==> src/rtl/add_sub_pkg.sv <==
// Shared widths, op encodings and sign-magnitude helpers for the add_sub arbiter slice.
package add_sub_pkg;

   localparam int unsigned DW_DEF   = 16;
   localparam int unsigned NREQ_DEF = 4;
   localparam int unsigned IDW_DEF  = $clog2(NREQ_DEF);
   localparam int unsigned MW_DEF   = DW_DEF - 1;

   localparam logic OP_ADD = 1'b0;
   localparam logic OP_SUB = 1'b1;

   // Build a sign-magnitude word from a signed integer (magnitude truncates).
   function automatic logic [DW_DEF-1:0] sm_encode(input int value);
      logic        neg;
      int unsigned mag;
      neg = (value < 0);
      mag = unsigned'(neg ? -value : value);
      return {neg, MW_DEF'(mag)};
   endfunction

   // Recover a signed integer from a sign-magnitude word.
   function automatic int sm_decode(input logic [DW_DEF-1:0] code);
      int mag;
      mag = int'(code[MW_DEF-1:0]);
      return code[DW_DEF-1] ? -mag : mag;
   endfunction

endpackage

==> src/rtl/add_sub.sv <==
// Combinational sign-magnitude adder/subtractor; zero results are always +0.
module add_sub #(
   parameter int unsigned DW = 16
) (
   input  logic [DW-1:0] a,
   input  logic [DW-1:0] b,
   input  logic          sel,
   output logic [DW-1:0] res_c
);

   localparam int unsigned MW = DW - 1;

   logic          sa;
   logic          sb;
   logic          sr;
   logic [MW-1:0] ma;
   logic [MW-1:0] mb;
   logic [MW-1:0] mr;

   // Subtraction flips the sign of b; like signs add magnitudes, unlike signs subtract the smaller.
   always_comb begin
      sa = a[DW-1];
      sb = b[DW-1] ^ sel;
      ma = a[MW-1:0];
      mb = b[MW-1:0];
      mr = '0;
      sr = 1'b0;
      if (sa == sb) begin
         mr = ma + mb;
         sr = sa;
      end else if (ma >= mb) begin
         mr = ma - mb;
         sr = sa;
      end else begin
         mr = mb - ma;
         sr = sb;
      end
      if (mr == '0) begin
         sr = 1'b0;
      end
      res_c = {sr, mr};
   end

endmodule

==> src/rtl/rr_arb.sv <==
// Round-robin grant: first requester at or after ptr wins; ptr advances past a granted index.
module rr_arb #(
   parameter int unsigned NREQ = 4
) (
   input  logic [NREQ-1:0]          req,
   input  logic [$clog2(NREQ)-1:0]  ptr,
   input  logic                     enable,
   output logic [NREQ-1:0]          grant,
   output logic [$clog2(NREQ)-1:0]  gnt_idx,
   output logic [$clog2(NREQ)-1:0]  next_ptr
);

   localparam int unsigned IDW = $clog2(NREQ);

   logic found;

   // Rotating priority scan, then gate the one-hot grant and pointer advance with enable.
   always_comb begin
      int unsigned scan;
      scan     = 0;
      grant    = '0;
      gnt_idx  = '0;
      found    = 1'b0;
      next_ptr = ptr;
      for (int unsigned k = 0; k < NREQ; k++) begin
         scan = (32'(ptr) + k) % NREQ;
         if (!found && req[IDW'(scan)]) begin
            found   = 1'b1;
            gnt_idx = IDW'(scan);
         end
      end
      if (found && enable) begin
         grant[gnt_idx] = 1'b1;
         next_ptr       = (gnt_idx == IDW'(NREQ - 1)) ? '0 : IDW'(gnt_idx + 1'b1);
      end
   end

endmodule

==> src/rtl/add_sub_arb.sv <==
// Shares one add_sub datapath among NREQ requesters via round-robin issue and a two-stage pipe.
module add_sub_arb
   import add_sub_pkg::*;
#(
   parameter int unsigned DW   = DW_DEF,
   parameter int unsigned NREQ = NREQ_DEF,
   parameter int unsigned IDW  = $clog2(NREQ)
) (
   input  logic               clk,
   input  logic               rst,
   input  logic [NREQ-1:0]    req_valid,
   output logic [NREQ-1:0]    req_ready,
   input  logic [NREQ*DW-1:0] req_a,
   input  logic [NREQ*DW-1:0] req_b,
   input  logic [NREQ-1:0]    req_sel,
   output logic               rsp_valid,
   input  logic               rsp_ready,
   output logic [DW-1:0]      rsp_data,
   output logic [IDW-1:0]     rsp_id
);

   logic            v1;
   logic [DW-1:0]   a1;
   logic [DW-1:0]   b1;
   logic            sel1;
   logic [IDW-1:0]  id1;
   logic [IDW-1:0]  ptr;
   logic [IDW-1:0]  next_ptr;
   logic [IDW-1:0]  gnt_idx;
   logic [NREQ-1:0] grant;
   logic [DW-1:0]   res_c;
   logic            s2_load;
   logic            s1_load;
   logic            arb_en;

   // Each stage may load when it is empty or the stage after it is moving.
   assign s2_load   = !rsp_valid || rsp_ready;
   assign s1_load   = !v1 || s2_load;
   assign arb_en    = s1_load && !rst;
   assign req_ready = grant;

   rr_arb #(
      .NREQ (NREQ)
   ) u_arb (
      .req      (req_valid),
      .ptr      (ptr),
      .enable   (arb_en),
      .grant    (grant),
      .gnt_idx  (gnt_idx),
      .next_ptr (next_ptr)
   );

   add_sub #(
      .DW (DW)
   ) u_add_sub (
      .a     (a1),
      .b     (b1),
      .sel   (sel1),
      .res_c (res_c)
   );

   // Issue stage: capture the granted requester's operands and advance the pointer.
   always_ff @(posedge clk) begin
      if (rst) begin
         v1   <= 1'b0;
         a1   <= '0;
         b1   <= '0;
         sel1 <= 1'b0;
         id1  <= '0;
         ptr  <= '0;
      end else begin
         if (s1_load) begin
            v1 <= |req_valid;
         end
         if (|grant) begin
            a1   <= req_a[32'(gnt_idx)*DW +: DW];
            b1   <= req_b[32'(gnt_idx)*DW +: DW];
            sel1 <= req_sel[gnt_idx];
            id1  <= gnt_idx;
         end
         ptr <= next_ptr;
      end
   end

   // Output stage: register the datapath result; payload holds while stalled.
   always_ff @(posedge clk) begin
      if (rst) begin
         rsp_valid <= 1'b0;
         rsp_data  <= '0;
         rsp_id    <= '0;
      end else if (s2_load) begin
         rsp_valid <= v1;
         if (v1) begin
            rsp_data <= res_c;
            rsp_id   <= id1;
         end
      end
   end

endmodule
==> config.mk <==
export PLATFORM = sky130hd
export DESIGN_NAME = add_sub_arb
export DESIGN_NICKNAME = d
export VERILOG_FILES = /design/src/rtl/add_sub_pkg.sv /design/src/rtl/add_sub.sv /design/src/rtl/rr_arb.sv /design/src/rtl/add_sub_arb.sv
export SDC_FILE = /design/constraint.sdc
export NUM_CORES = 1
export LEC_CHECK = 0
export ABC_AREA = 0
export CAP_MARGIN = 40
export CORE_ASPECT_RATIO = 1.5
export CORE_MARGIN = 5
export CORE_UTILIZATION = 35
export DETAILED_ROUTE_END_ITERATION = 8
export DONT_BUFFER_PORTS = 1
export GPL_ROUTABILITY_DRIVEN = 0
export PLACE_DENSITY = 0.46
export SLEW_MARGIN = 20
export SYNTH_ARGS = -nofsm -noshare
export SYNTH_HDL_FRONTEND = slang
export SYNTH_SLANG_ARGS = --single-unit
==> constraint.sdc <==
create_clock -name clk -period 4.6 [get_ports clk]
set_input_delay 0.92 -clock clk [delete_from_list [all_inputs] [get_ports clk]]
set_output_delay 0.92 -clock clk [all_outputs]
set_load 0.1 [all_outputs]
==> out/qor.csv <==
stage,metric,value,unit
place,Port Buffers,0,
die,Die X,114,microns
timing,slew margin rel.,0.465,
setup_path,Startpoint Class,flip-flop,
final_layout,# fillers,1781,
setup_path,Worst path most repeated cell,nor4_1,
status,status,finished clean,
grt,initial antenna violation count,0,
logic_synthesis,"Avg Cell Area, Syn",6.61,sq um
clocking,worst skew pair latency,0.33,ns
setup_path,critical path depth,11,
setup_path,critical path peak fanout,18,
grt,vias in the first global route,6000,
grt,GR met2 Demand/Resource,0.343,
die,core area,16100,sq um
timing,Tcrit/Tclk final,0.854,
clocking,# H-tree levels,3,
route,Avg WL per Cell,17.5,microns
final_layout,Diodes inserted,0,
final_layout,"commonest cells after routing, fill and taps aside","nand2_1, nand3_1, a21oi_1",
power_and_ir_drop,VDD IR max,0.221,mV
power_and_ir_drop,Leakage,0.00273,uW
logic_synthesis,mapped cell area,5710,sq um
logic_synthesis,Synth Register Bits,57,
power_and_ir_drop,"Power, Total",4170,uW
die,# rows,57,
final_layout,layout cells sized above 1,0.0828,
setup_path,CP Cell Sequence,"inv_1, ha_1, a21oi_1, o21ai_0, nand2_1, nand3_1, nor3_1, nor4_1, o2111ai_1, nor4_1, a31oi_1",
timing,worst setup margin,0.672,ns
timing,final setup violation count,0,
timing,Hold Fails Final Rpt,0,
route,vias post-DR,5981,
clocking,Clock Path Buffers,2,
timing,Fin Clk Skew,0.00908,ns
setup_path,slowest CP cell,ha_1,
setup_path,"Worst Path Class, Setup",flip-flop to flip-flop,
final_layout,post-layout util,0.401,
clocking,post-CTS repair timing setup buffer count,0,
timing,post-layout minimum cycle time,3.93,ns
clocking,Post-CTS Resized,0,
logic_synthesis,Yosys warnings,0,
timing,Worst-Margin Slew,0.798,ns
grt,global-route wire length before repair,30100,microns
die,Die Ht,166,microns
min_path,worst hold path endpoint,rsp_id[1],
clocking,CTS tree,yes,
route,DR iter-0 viols,269,
logic_synthesis,number of flops mapped to enable cells by yosys,0,
route,DRC violations left,0,
min_path,HP Start,id1[1],
place,dpl ws,0.569,ns
logic_synthesis,post-synthesis sequential area ratio,0.200,
setup_path,Worst Path Required,4.80,ns
grt,largest net degree at the start of global routing,68,
setup_path,r2r startpoint,a1[8],
setup_path,r2r endpoint,rsp_data[15],
timing,Min Hold Slack,0.452,ns
grt,met3 Resource Use GR,0.0204,
clocking,Worst-path clk slew,0.06,ns
timing,Final Max Slew Viols,0,
setup_path,FF-to-FF path depth,11,
clocking,clock sink total,57,
min_path,worst hold-check path type,flip-flop to flip-flop,
logic_synthesis,Synth Net Count,1056,
logic_synthesis,Post-synth ARST share,0,
clocking,clock tree root buffer cell,clkbuf_16,
final_layout,"commonest non-fill, non-tap cell in the layout",nand2_1,
logic_synthesis,post-synth top area share,0.200,
grt,met1 global-route usage,0.231,
place,Post-DP HPWL,15000,microns
logic_synthesis,prevailing post-synth register cell,dfxtp_1,
route,WL final,18600,microns
logic_synthesis,"area leader, netlist",dfxtp_1,
final_layout,Final nets,1046,
power_and_ir_drop,PD cells,644,nW/um^2
route,Vias per Instance,5.62,
setup_path,Reg2Reg Setup Slack,0.67,ns
setup_path,family with the most delay on the worst path,simple AND/OR/NAND/NOR gates,
timing,Setup TNS,0,ns
die,# IOs,162,
grt,Overflow after GRT,0,
logic_synthesis,Area contributors post-synth,"dfxtp_1, nand2_1, ha_1, nand3_1, a21oi_1",
setup_path,Critical Path AT,4.13,ns
setup_path,Buf/Inv on CP,1,
logic_synthesis,Synth cell types,69,
route,post-route ant nets,0,
setup_path,"slowest stage delay, CP",0.63,ns
timing,Max Clock Freq,255,MHz
grt,Total Routing Usage GR,0.195,
route,first-pass iteration count of the detailed router,6,
grt,GRT Max-Usage Layer,met2,
logic_synthesis,post-synthesis cell count,863,
final_layout,Layout area overhead,13.4,%
clocking,Num CTS Buffers,9,
die,die area,19000,sq um
die,initial core utilization,0.354,
clocking,hold_buf cts,0,
job,max-cap violation count,0,
timing,RSZ-0062 raised after global routing,false,
setup_path,critical path endpoint category,flip-flop,
min_path,WHS Path Cells,2,
[worst min-delay path, stage by stage (launching register included)]
cell and delay (ns):
dfxtp_1 0.31, nand2_1 0.06, a21oi_1 0.05
[cell usage after synthesis (all sizes together), types with 8 or more instances]
cell	n
buf	17
a21oi	75
inv	48
clkbuf	42
ha	51
o21ai	21
nand4	9
xnor2	8
a31oi	9
nand3	110
and2	8
nor2	48
a211oi	15
nand2	213
nor3	12
nor2b	8
nor4	11
nand2b	9
mux2i	8
dfxtp	57
[kinds of logic after synthesis]
group	after synthesis	synth area share
buf+inv	108	0.0811
mux	8	0.0140
xor+xnor	10	0.0154
compound gates	176	0.206
fa+ha+maj	54	0.122
flops	57	0.200
simple gates	450	0.361
[flip-flops by register name (all words and copies together), names as in the netlist]
signal and cells:
v1 1, a1 16, id1 2, sel1 1, rsp_data 16, rsp_id 2
b1 16, ptr 2, rsp_valid 1
[layer usage]
layer | wire [microns] | vias up | share of wire
met2 | 9320 | 245 | 0.50
met1 | 7600 | 2723 | 0.41
met5 | 0 | - | 0
met3 | 876 | 49 | 0.047
met4 | 817 | 0 | 0.044
li1 | - | 2964 | -
[report_power, final]
part	switching, uW	internal (uW)
Clock	225	392
Combinational	1860	976
Sequential	117	600
[layout make-up]
cell class / count / area, sq um / area share
Tap cell: 206 / 258 / 0.0398
Clock buffer: 12 / 256 / 0.0396
Multi-Input combinational cell: 698 / 4120 / 0.637
Clock inverter: 4 / 27.5 / 0.00425
Timing Repair Buffer: 38 / 485 / 0.0750
Sequential cell: 57 / 1140 / 0.176
Inverter: 49 / 184 / 0.0284
[through the flow]
stage / instance area, sq um / cells
2_1_floorplan: 5710 / 863
3_3_place_gp: 5840 / 1028
3_5_place_dp: 6170 / 1047
4_1_cts: 6460 / 1063
5_1_grt: 6470 / 1064
6_report: 6470 / 1064
[how the worst max path moves through the flow]
| stage | startpoint | to | slack (ns) |
|---|---|---|---|
| after floorplan | req_valid[0] | b1[2] | 0.57 |
| after global placement | a1[1] | rsp_data[15] | 0.60 |
| after detailed placement | a1[1] | rsp_data[15] | 0.57 |
| after CTS | a1[1] | rsp_data[15] | 0.58 |
| after global routing | a1[8] | rsp_data[15] | 0.46 |
| final | a1[8] | rsp_data[15] | 0.67 |
No activity file was read; power rests on OpenSTA's default activity.
